File: src/rtl/quant_tile_sequencer.sv
// Per-tile controller for the per-channel quantizer: loads CHANNELS scale/zero-point LUT
// entries from parameter SRAM, then opens the accumulator stream for beats_per_tile beats.
module quant_tile_sequencer #(
  parameter int CHANNELS = 16,
  parameter int PARAM_AW = 10,
  parameter int TILE_W   = 16,
  parameter int BEAT_W   = 16
) (
  input  logic                clk_i,
  input  logic                rst_i,
  input  logic                start_i,
  input  logic [TILE_W-1:0]   cfg_num_tiles_i,
  input  logic [BEAT_W-1:0]   cfg_beats_per_tile_i,
  input  logic [PARAM_AW-1:0] cfg_param_base_i,
  output logic                busy_o,
  output logic                done_o,
  output logic                err_last_o,
  output logic                param_rd_en_o,
  output logic [PARAM_AW-1:0] param_rd_addr_o,
  input  logic [23:0]         param_rd_data_i,
  output logic                q_cfg_wr_en_o,
  output logic [5:0]          q_cfg_addr_o,
  output logic [63:0]         q_cfg_wdata_o,
  input  logic                s_valid_i,
  output logic                s_ready_o,
  input  logic                s_last_i,
  output logic                q_in_valid_o,
  input  logic                q_in_ready_i,
  output logic                q_in_last_o,
  output logic [2:0]          state_o
);

  typedef enum logic [2:0] {
    S_IDLE   = 3'd0,
    S_LOAD   = 3'd1,
    S_WLAST  = 3'd2,
    S_STREAM = 3'd3,
    S_DONE   = 3'd4
  } state_t;

  localparam logic [3:0] LAST_CH = 4'(CHANNELS - 1);

  state_t              state_q, state_d;
  logic [TILE_W-1:0]   tile_q, tile_d;
  logic [BEAT_W-1:0]   beat_q, beat_d;
  logic [3:0]          chan_q, chan_d;
  logic [TILE_W-1:0]   num_tiles_q, num_tiles_d;
  logic [BEAT_W-1:0]   beats_q, beats_d;
  logic [PARAM_AW-1:0] base_q, base_d;
  logic                err_q, err_d;
  logic                wr_en_q;
  logic [3:0]          wr_chan_q;

  logic                streaming;
  logic                fire;
  logic                last_beat;
  logic                tiles_left;
  logic [PARAM_AW-1:0] tile_off;

  // Stream handshake: a beat transfers on a cycle where valid && ready are both high.
  // The sequencer never buffers data; it only gates valid/ready and forces last.
  assign streaming    = (state_q == S_STREAM);
  assign q_in_valid_o = streaming && s_valid_i;
  assign s_ready_o    = streaming && q_in_ready_i;
  assign fire         = q_in_valid_o && q_in_ready_i;
  assign last_beat    = (beat_q == beats_q - BEAT_W'(1));
  assign q_in_last_o  = streaming && last_beat;
  assign tiles_left   = ((tile_q + TILE_W'(1)) != num_tiles_q);

  // SRAM address wraps modulo 2^PARAM_AW by truncation.
  assign tile_off        = PARAM_AW'(tile_q) * PARAM_AW'(CHANNELS);
  assign param_rd_en_o   = (state_q == S_LOAD);
  assign param_rd_addr_o = param_rd_en_o ? (base_q + tile_off + PARAM_AW'(chan_q)) : '0;

  assign q_cfg_wr_en_o = wr_en_q;
  assign q_cfg_addr_o  = wr_en_q ? {2'b01, wr_chan_q} : 6'd0;
  assign q_cfg_wdata_o = wr_en_q ? {40'd0, param_rd_data_i} : 64'd0;

  assign busy_o     = (state_q != S_IDLE);
  assign done_o     = (state_q == S_DONE);
  assign err_last_o = err_q;
  assign state_o    = state_q;

  always_comb begin
    state_d     = state_q;
    tile_d      = tile_q;
    beat_d      = beat_q;
    chan_d      = chan_q;
    num_tiles_d = num_tiles_q;
    beats_d     = beats_q;
    base_d      = base_q;
    err_d       = err_q;
    case (state_q)
      S_IDLE: begin
        if (start_i) begin
          num_tiles_d = cfg_num_tiles_i;
          beats_d     = cfg_beats_per_tile_i;
          base_d      = cfg_param_base_i;
          err_d       = 1'b0;
          tile_d      = '0;
          beat_d      = '0;
          chan_d      = '0;
          state_d     = (cfg_num_tiles_i == '0) ? S_DONE : S_LOAD;
        end
      end
      S_LOAD: begin
        chan_d = chan_q + 4'd1;
        if (chan_q == LAST_CH) begin
          chan_d  = '0;
          state_d = S_WLAST;
        end
      end
      S_WLAST: begin
        if (beats_q == '0) begin
          tile_d  = tile_q + TILE_W'(1);
          state_d = tiles_left ? S_LOAD : S_DONE;
        end else begin
          state_d = S_STREAM;
        end
      end
      S_STREAM: begin
        if (fire) begin
          if (s_last_i != last_beat) err_d = 1'b1;
          if (last_beat) begin
            beat_d  = '0;
            tile_d  = tile_q + TILE_W'(1);
            state_d = tiles_left ? S_LOAD : S_DONE;
          end else begin
            beat_d = beat_q + BEAT_W'(1);
          end
        end
      end
      S_DONE:  state_d = S_IDLE;
      default: state_d = S_IDLE;
    endcase
  end

  always_ff @(posedge clk_i) begin
    if (rst_i) begin
      state_q     <= S_IDLE;
      tile_q      <= '0;
      beat_q      <= '0;
      chan_q      <= '0;
      num_tiles_q <= '0;
      beats_q     <= '0;
      base_q      <= '0;
      err_q       <= 1'b0;
      wr_en_q     <= 1'b0;
      wr_chan_q   <= '0;
    end else begin
      state_q     <= state_d;
      tile_q      <= tile_d;
      beat_q      <= beat_d;
      chan_q      <= chan_d;
      num_tiles_q <= num_tiles_d;
      beats_q     <= beats_d;
      base_q      <= base_d;
      err_q       <= err_d;
      // LUT write trails the SRAM read by its one-cycle latency.
      wr_en_q     <= param_rd_en_o;
      wr_chan_q   <= chan_q;
    end
  end

endmodule
File: config.mk
export PLATFORM = sky130hd
export DESIGN_NAME = quant_tile_sequencer
export DESIGN_NICKNAME = d
export VERILOG_FILES = /design/src/rtl/quant_tile_sequencer.sv
export SDC_FILE = /design/constraint.sdc
export NUM_CORES = 1
export LEC_CHECK = 0
export BUFFER_PORTS_ARGS = -buffer_cell sky130_fd_sc_hd__buf_4
export CAP_MARGIN = 20
export CORE_MARGIN = 1
export CORE_UTILIZATION = 57
export DETAILED_ROUTE_END_ITERATION = 12
export GPL_TIMING_DRIVEN = 0
export PLACE_DENSITY = 0.95
export SYNTH_ARGS = -nofsm -noshare
export SYNTH_HDL_FRONTEND = slang
export SYNTH_SLANG_ARGS = --single-unit
File: constraint.sdc
create_clock -name clk_i -period 6.5 [get_ports clk_i]
set_input_delay 0.65 -clock clk_i [delete_from_list [all_inputs] [get_ports clk_i]]
set_output_delay 0.65 -clock clk_i [all_outputs]
set_load 0.05 [all_outputs]
==> impl_metrics.json, run 1 <==
{
  "status": "completed",
  "relSlewSlack": 0.522,
  "post_drt_via_cell_ratio": 5.59,
  "clock-root-buffer": "sky130_fd_sc_hd__clkbuf_8",
  "comb_power_share": 0.509,
  "crit_path_arrival_time_ns": 3.28,
  "antenna_cells": 0,
  "power_density_mw_per_mm2": 320,
  "timing.final.setup_violations": 0,
  "clock_share_of_power": 0.175,
  "tritoncts": "yes",
  "min_path_type": "reg2reg",
  "initial_standard_cell_utilization_of_the_core": 0.599,
  "synthAdderAreaFrac": 0.0324,
  "worst_hold_startpoint": "base_q[2]",
  "crit_path_frequent_cell": "sky130_fd_sc_hd__nand4_2",
  "synth_common_cells": "sky130_fd_sc_hd__nand2_1 (105), sky130_fd_sc_hd__dfxtp_1 (87), sky130_fd_sc_hd__a21oi_1 (60)",
  "post_synth_and_or_nand_nor_area_fraction": 0.275,
  "synth_top_flop_cell": "sky130_fd_sc_hd__dfxtp_1",
  "timing.critical_path.cells": "inv_1 -> ha_1 -> nor3b_1 -> nand4_2 -> a2111oi_4 -> nand4_2 -> nor4_1 -> buf_4",
  "period_share": 0.605,
  "dominant_combinational_cell_family_by_area_after_synthesis": "simple AND/OR/NAND/NOR gates",
  "whs_ns": 0.463,
  "postSynth.asyncResetShare": 0,
  "ff2ff_setup_slack_ns": 2.70,
  "synth.area.mux_share": 0.00533,
  "detail_route.drc_violations": 0,
  "crit_fanout": 6,
  "post_synth_instance_area_mm2": 0.00564,
  "post_synth_xor_area_fraction": 0.0916,
  "crit_path_max_incr_delay_ns": 0.57,
  "final_antenna_net_count": 0,
  "post_synth_inst_count": 726,
  "quantity_of_gates_resized_following_cts": 0,
  "initial_antenna_violation_count": 0,
  "first_global_vias": 5359,
  "cts.reportedPaths.clkPinSlew_ns": 0.08,
  "drv_cap": 0,
  "timing_worst_slew_pin_value_ns": 0.710,
  "top_post_synthesis_cells_by_area": "sky130_fd_sc_hd__dfxtp_1 (31%), sky130_fd_sc_hd__nand2_1 (7.0%), sky130_fd_sc_hd__buf_4 (5.7%)",
  "grt_max_degree": 17,
  "routed_wl_um": 15800,
  "timing.critical_path.from": "beats_q[0]",
  "postSynthRegisterBits": 87,
  "area_delta_synth_final_pct": 25.2,
  "switchingPower_uw": 1050,
  "boundaryPins": 163,
  "synth-compound-area-share": 0.186,
  "cts_setup_buffers": 0,
  "global_route.usage.total": 0.316,
  "crit_path_top_delay_cell": "sky130_fd_sc_hd__nor3b_1",
  "die_height_um": 101,
  "grt_setup_unrepaired": "no",
  "drtPass1Iterations": 5,
  "die_w_um": 101,
  "worst-endpoint-required_ns": 5.85,
  "worst_clock_skew_ns": 0.0176,
  "cell_internal_pwr_uw": 1210,
  "die-area_mm2": 0.0103,
  "filler_cell_count": 721,
  "synth_warnings": 0,
  "numPortBuffers": 121,
  "postSynthAreaPerCell_um2": 7.77,
  "synthMostInstantiatedCell": "sky130_fd_sc_hd__nand2_1",
  "share_seq_of_total_power": 0.317,
  "final.setup.tns_ns": 0,
  "max-clock-path-buffers": 2,
  "number_of_synthesized_flops_with_an_enable_pin": 0,
  "vdd_drop_max_mv": 0.214,
  "synth_largest_area_cell": "sky130_fd_sc_hd__dfxtp_1",
  "worst-setup-path-type": "reg2out",
  "fp-row-count": 35,
  "place_congestion": 0.913,
  "clkSinkCount": 87,
  "core_mm2": 0.00942,
  "sequential_cell_area_fraction_in_the_yosys_report": 0.309,
  "clock.fmax_ghz": 0.254,
  "layout-drive-gt1-share": 0.218,
  "ys_types": 65,
  "crit_path_end_kind": "primary output",
  "p_sw_frac": 0.466,
  "gr-total-overflow": 0,
  "grt_pass1_wl_um": 25400,
  "timing_max_transition_violations_final": 0,
  "start_kind": "register",
  "cellLeakagePower_uw": 0.00309,
  "htreeDepth": 3,
  "layout_min_cycle_time_ns": 3.93,
  "dpl.hpwl_um": 12000,
  "dr_total_vias": 5768,
  "r2r-start": "beats_q[0]",
  "drt_first_iter_violations": 341,
  "timing.final.hold_violations": 0,
  "cts_hold_repair.buffers": 0,
  "final_layout_net_count": 984,
  "cts_made_buffers": 9,
  "post-synth-top-area-fraction": 0.309,
  "post_drt_wl_per_cell_um": 15.3,
  "clk-insertion-delay-late_ns": 0.38
}
-- metrics by stage --
step                setup slack, ns  power [uW]  instances  cell area [um2]   util
global placement               2.98        1820       1016             6860  0.729
detailed placement             2.91        1850       1016             6860  0.729
finish                         2.57        2260       1032             7060  0.750
CTS                            2.61        2240       1032             7060  0.750
global route                   2.46        2390       1032             7060  0.750
floorplan                      2.55        1560        766             5790      -
-- registers in the layout, summed over array words and instances (netlist names) --
signal         cells
beat_q            16
beats_q           16
num_tiles_q       16
tile_q            16
base_q            10
chan_q             4
wr_chan_q          4
state_o            3
err_last_o         1
q_cfg_wr_en_o      1
-- layout make-up --
type                       instances  area (um2)  area share
timing repair buffer             121         908       0.129
clock buffer                       9         124      0.0175
sequential                        87        1740       0.247
buffer                            85         498      0.0705
inverter                          18        67.6     0.00957
clock inverter                     7        77.6      0.0110
tap                              129         161      0.0229
multi-input combinational        576        3480       0.493
-- metal layers --
layer  track usage  wire [um]
met2         0.564       7940
met5             0          0
met1         0.367       6040
met3        0.0711       1330
met4         0.124        437
-- kinds of logic (layout without fill, tap and decap cells) --
| logic type | after synthesis | in the layout |
|---|---|---|
| compound gates | 155 | 155 |
| xor+xnor | 59 | 59 |
| fa+ha+maj | 14 | 14 |
| buf+inv | 103 | 240 |
| flops | 87 | 87 |
| mux | 3 | 3 |
| other cells | 1 | 41 |
| simple gates | 304 | 304 |
-- critical path: cells and delay by family, from the launching register on --
family | cells | cell delay, ns
simple gates | 4 | 1.52
compound gates | 1 | 0.42
flops | 1 | 0.39
buf+inv | 2 | 0.36
fa+ha+maj | 1 | 0.22
-- path summary, 6_finish.rpt --
check	to	cells past startpoint
hold reg to reg	base_q[2]	2
setup / recovery	q_in_last_o	8
hold / removal	base_q[2]	2
setup reg to reg	tile_q[0]	11
-- cell usage in the layout (no fill, tap or decap), types with 7 or more instances in the layout --
master                     Yosys  layout
sky130_fd_sc_hd__dfxtp_1      87      87
sky130_fd_sc_hd__xor2_1       25      25
sky130_fd_sc_hd__and3_1        9       9
sky130_fd_sc_hd__nand3_1      23      23
sky130_fd_sc_hd__o311ai_0      8       8
sky130_fd_sc_hd__o21ai_0      13      13
sky130_fd_sc_hd__o31ai_1      13      13
sky130_fd_sc_hd__ha_1         13      13
sky130_fd_sc_hd__nor2_1       48      48
sky130_fd_sc_hd__and2_1       34      34
sky130_fd_sc_hd__nand4_1      11      11
sky130_fd_sc_hd__nor2b_1      12      12
sky130_fd_sc_hd__clkbuf_8      0       9
sky130_fd_sc_hd__inv_1        17      17
sky130_fd_sc_hd__conb_1        1      41
sky130_fd_sc_hd__xnor2_1      34      34
sky130_fd_sc_hd__nor3_1       10      10
sky130_fd_sc_hd__clkbuf_1     35      35
sky130_fd_sc_hd__buf_4        43     164
sky130_fd_sc_hd__nor4_1       11      11
sky130_fd_sc_hd__nand2_1     105     105
sky130_fd_sc_hd__a21oi_1      60      60
sky130_fd_sc_hd__nand2b_1      7       7
-- power groups by stage --
| stage | Clock [uW] | Sequential [uW] | Combinational, uW |
|---|---|---|---|
| 2_1_floorplan | 0 | 719 | 837 |
| 3_3_place_gp | 0 | 719 | 1100 |
| 3_5_place_dp | 0 | 724 | 1120 |
| 4_1_cts | 393 | 713 | 1130 |
| 5_1_grt | 418 | 727 | 1250 |
| 6_report | 395 | 716 | 1150 |
(Power assumes the default switching activity.)
==> run 2, diff against run 1 <==
--- a/config.mk
+++ b/config.mk
@@ -5,13 +5,14 @@
 export SDC_FILE = /design/constraint.sdc
 export NUM_CORES = 1
 export LEC_CHECK = 0
+export ABC_AREA = 1
 export BUFFER_PORTS_ARGS = -buffer_cell sky130_fd_sc_hd__buf_4
 export CAP_MARGIN = 20
 export CORE_MARGIN = 1
-export CORE_UTILIZATION = 57
+export CORE_UTILIZATION = 54
 export DETAILED_ROUTE_END_ITERATION = 12
 export GPL_TIMING_DRIVEN = 0
-export PLACE_DENSITY = 0.95
+export PLACE_DENSITY = 0.92
 export SYNTH_ARGS = -nofsm -noshare
 export SYNTH_HDL_FRONTEND = slang
 export SYNTH_SLANG_ARGS = --single-unit
==> constraint.sdc (replaced) <==
create_clock -name clk_i -period 4 [get_ports clk_i]
set_input_delay 0.4 -clock clk_i [delete_from_list [all_inputs] [get_ports clk_i]]
set_output_delay 0.4 -clock clk_i [all_outputs]
set_load 0.05 [all_outputs]
==> impl_metrics.json, run 2 <==
{
  "clock-root-buffer": "sky130_fd_sc_hd__clkbuf_8",
  "sequential_cell_area_fraction_in_the_yosys_report": 0.290,
  "timing.final.hold_violations": 0,
  "cts_made_buffers": 9,
  "cts.reportedPaths.clkPinSlew_ns": 0.08,
  "numPortBuffers": 121,
  "die-area_mm2": 0.0115,
  "clock.fmax_ghz": 0.309,
  "synth_top_flop_cell": "sky130_fd_sc_hd__dfxtp_1",
  "final_layout_net_count": 1193,
  "first_global_vias": 5864,
  "clk-insertion-delay-late_ns": 0.37,
  "cellLeakagePower_uw": 0.00367,
  "synth_largest_area_cell": "sky130_fd_sc_hd__dfxtp_1",
  "die_w_um": 107,
  "tritoncts": "yes",
  "post_drt_via_cell_ratio": 5.16,
  "cts_hold_repair.buffers": 0,
  "dpl.hpwl_um": 13300,
  "fp-row-count": 38,
  "grt_max_degree": 14,
  "placement.cell_area_mm2": 0.00723,
  "initial_standard_cell_utilization_of_the_core": 0.553,
  "top_post_synthesis_cells_by_area": "sky130_fd_sc_hd__dfxtp_1 (29%), sky130_fd_sc_hd__nand2_1 (13%), sky130_fd_sc_hd__inv_1 (7.4%)",
  "crit_path_arrival_time_ns": 2.84,
  "timing.final.setup_violations": 0,
  "period_share": 0.810,
  "postSynthRegisterBits": 87,
  "initial_antenna_violation_count": 0,
  "start_kind": "register",
  "worst_clock_skew_ns": 0.0137,
  "drt_first_iter_violations": 452,
  "post-synth-top-area-fraction": 0.290,
  "post_synth_instance_area_mm2": 0.00600,
  "clkSinkCount": 87,
  "gr-total-overflow": 0,
  "postSynth.asyncResetShare": 0,
  "grt_setup_unrepaired": "no",
  "global_route.usage.total": 0.299,
  "ys_types": 47,
  "final_common_cell": "sky130_fd_sc_hd__nand2_1",
  "synthMostInstantiatedCell": "sky130_fd_sc_hd__nand2_1",
  "crit_fanout": 6,
  "drtPass1Iterations": 5,
  "layout_min_cycle_time_ns": 3.24,
  "final_antenna_net_count": 0,
  "relSlewSlack": 0.589,
  "vdd_drop_max_mv": 0.376,
  "boundaryPins": 163,
  "number_of_synthesized_flops_with_an_enable_pin": 0,
  "status": "completed",
  "dr_total_vias": 6463,
  "layout.core_utilization": 0.685,
  "synth_common_cells": "sky130_fd_sc_hd__nand2_1 (206), sky130_fd_sc_hd__inv_1 (118), sky130_fd_sc_hd__nor2_1 (109)",
  "grt_pass1_wl_um": 27200,
  "layout.cells.most_common_list": "sky130_fd_sc_hd__nand2_1 (206), sky130_fd_sc_hd__buf_4 (163), sky130_fd_sc_hd__inv_1 (118), sky130_fd_sc_hd__nor2_1 (109), sky130_fd_sc_hd__dfxtp_1 (87)",
  "area_delta_synth_final_pct": 23.7,
  "final.setup.tns_ns": 0,
  "post_synth_inst_count": 935,
  "fin_area_mm2": 0.00742,
  "power_density_mw_per_mm2": 572,
  "htreeDepth": 3,
  "detail_route.drc_violations": 0,
  "worst-setup-path-type": "reg2out",
  "antenna_cells": 0,
  "max-clock-path-buffers": 2,
  "routed_wl_um": 16900,
  "quantity_of_gates_resized_following_cts": 0,
  "crit_path_end_kind": "primary output",
  "die_height_um": 107,
  "min_path_type": "in2reg",
  "drv_cap": 0,
  "worst-endpoint-required_ns": 3.60,
  "postSynthAreaPerCell_um2": 6.42,
  "core_mm2": 0.0108,
  "cts_setup_buffers": 0,
  "place_congestion": 0.951,
  "timing_max_transition_violations_final": 0,
  "post_drt_wl_per_cell_um": 13.5,
  "layout-drive-gt1-share": 0.203,
  "synth_warnings": 0,
  "timing_worst_slew_pin_value_ns": 0.616
}
-- run 2: cell types whose count changed in the layout (fill, tap and decap cells not counted), sizes merged, moves of 9 or more --
| cell | delta |
|---|---|
| a21oi | +15 |
| and2 | -33 |
| clkbuf | -9 |
| nand3 | +61 |
| o31ai | -14 |
| nor3 | +9 |
| nor2 | +73 |
| inv | +103 |
| nand2 | +110 |
| xnor2 | -24 |
| nor2b | -12 |
| o21ai | +40 |
-- run 2: power by group --
group          internal (uW)  switching (uW)  total (uW)
registers               1050             193        1250
logic                    752            1630        2380
clock network            304             313         617
-- run 2: area by class of cell --
type | count | area, um2
multi-input cells | 693 | 3490
fillers | 967 | 3420
flip-flops and latches | 87 | 1740
repair buffers | 121 | 908
inverters | 124 | 467
plain buffers | 71 | 455
well taps | 140 | 175
clock buffers | 12 | 145
clock inverters | 4 | 45.0
-- run 2: path summary, 6_finish.rpt --
kind                                  from            endpoint  slack (ns)  cells after the start
worst max-delay path             chan_q[0]  param_rd_addr_o[8]        0.76                     14
worst min-delay path                 rst_i        wr_chan_q[1]        0.24                      2
worst max register to register  beats_q[0]          tile_q[13]        1.46                     14
worst min register to register   base_q[0]           base_q[0]        0.47                      2
-- run 2: cell families after synthesis --
group / after synthesis / synth area share
AOI/OAI and AO/OA: 139 / 0.124
and+or+nand+nor: 465 / 0.351
buffers and inverters: 195 / 0.154
DFF: 87 / 0.290
adders and majority gates: 14 / 0.0304
other: 1 / 0.000625
xor gates and xnor gates: 34 / 0.0496
-- run 2: metal layers --
layer  part of all wire  vias to the layer above  global-route usage  wire, um
met4              0.038                        0               0.163       636
met3              0.064                       48              0.0303      1090
li1                   -                     3243                   -         -
met1               0.41                     2920               0.369      6970
met5                  0                        -                   0         0
met2               0.49                      252               0.509      8230
-- run 2: metrics by stage --
step / std cells / total power [uW] / hold WS, ns / worst slack, ns
2_1_floorplan: 975 / 3000 / 0.438 / 0.911
3_3_place_gp: 1236 / 3540 / 0.444 / 1.24
3_5_place_dp: 1236 / 3590 / 0.455 / 1.18
4_1_cts: 1252 / 4210 / 0.237 / 0.776
5_1_grt: 1252 / 4550 / 0.247 / 0.502
6_report: 1252 / 4250 / 0.242 / 0.762
-- run 2: worst max-delay path, cell delays in order (launching register included) --
cell	delay [ns]
sky130_fd_sc_hd__dfxtp_1	0.38
sky130_fd_sc_hd__ha_1	0.27
sky130_fd_sc_hd__fa_1	0.38
sky130_fd_sc_hd__nand2_1	0.08
sky130_fd_sc_hd__inv_1	0.06
sky130_fd_sc_hd__o21ai_0	0.14
sky130_fd_sc_hd__nand2_1	0.10
sky130_fd_sc_hd__nand2_1	0.07
sky130_fd_sc_hd__nand2_1	0.05
sky130_fd_sc_hd__a21oi_1	0.21
sky130_fd_sc_hd__o21bai_1	0.09
sky130_fd_sc_hd__a21oi_1	0.17
sky130_fd_sc_hd__o21ai_0	0.10
sky130_fd_sc_hd__a21oi_1	0.17
sky130_fd_sc_hd__buf_4	0.22
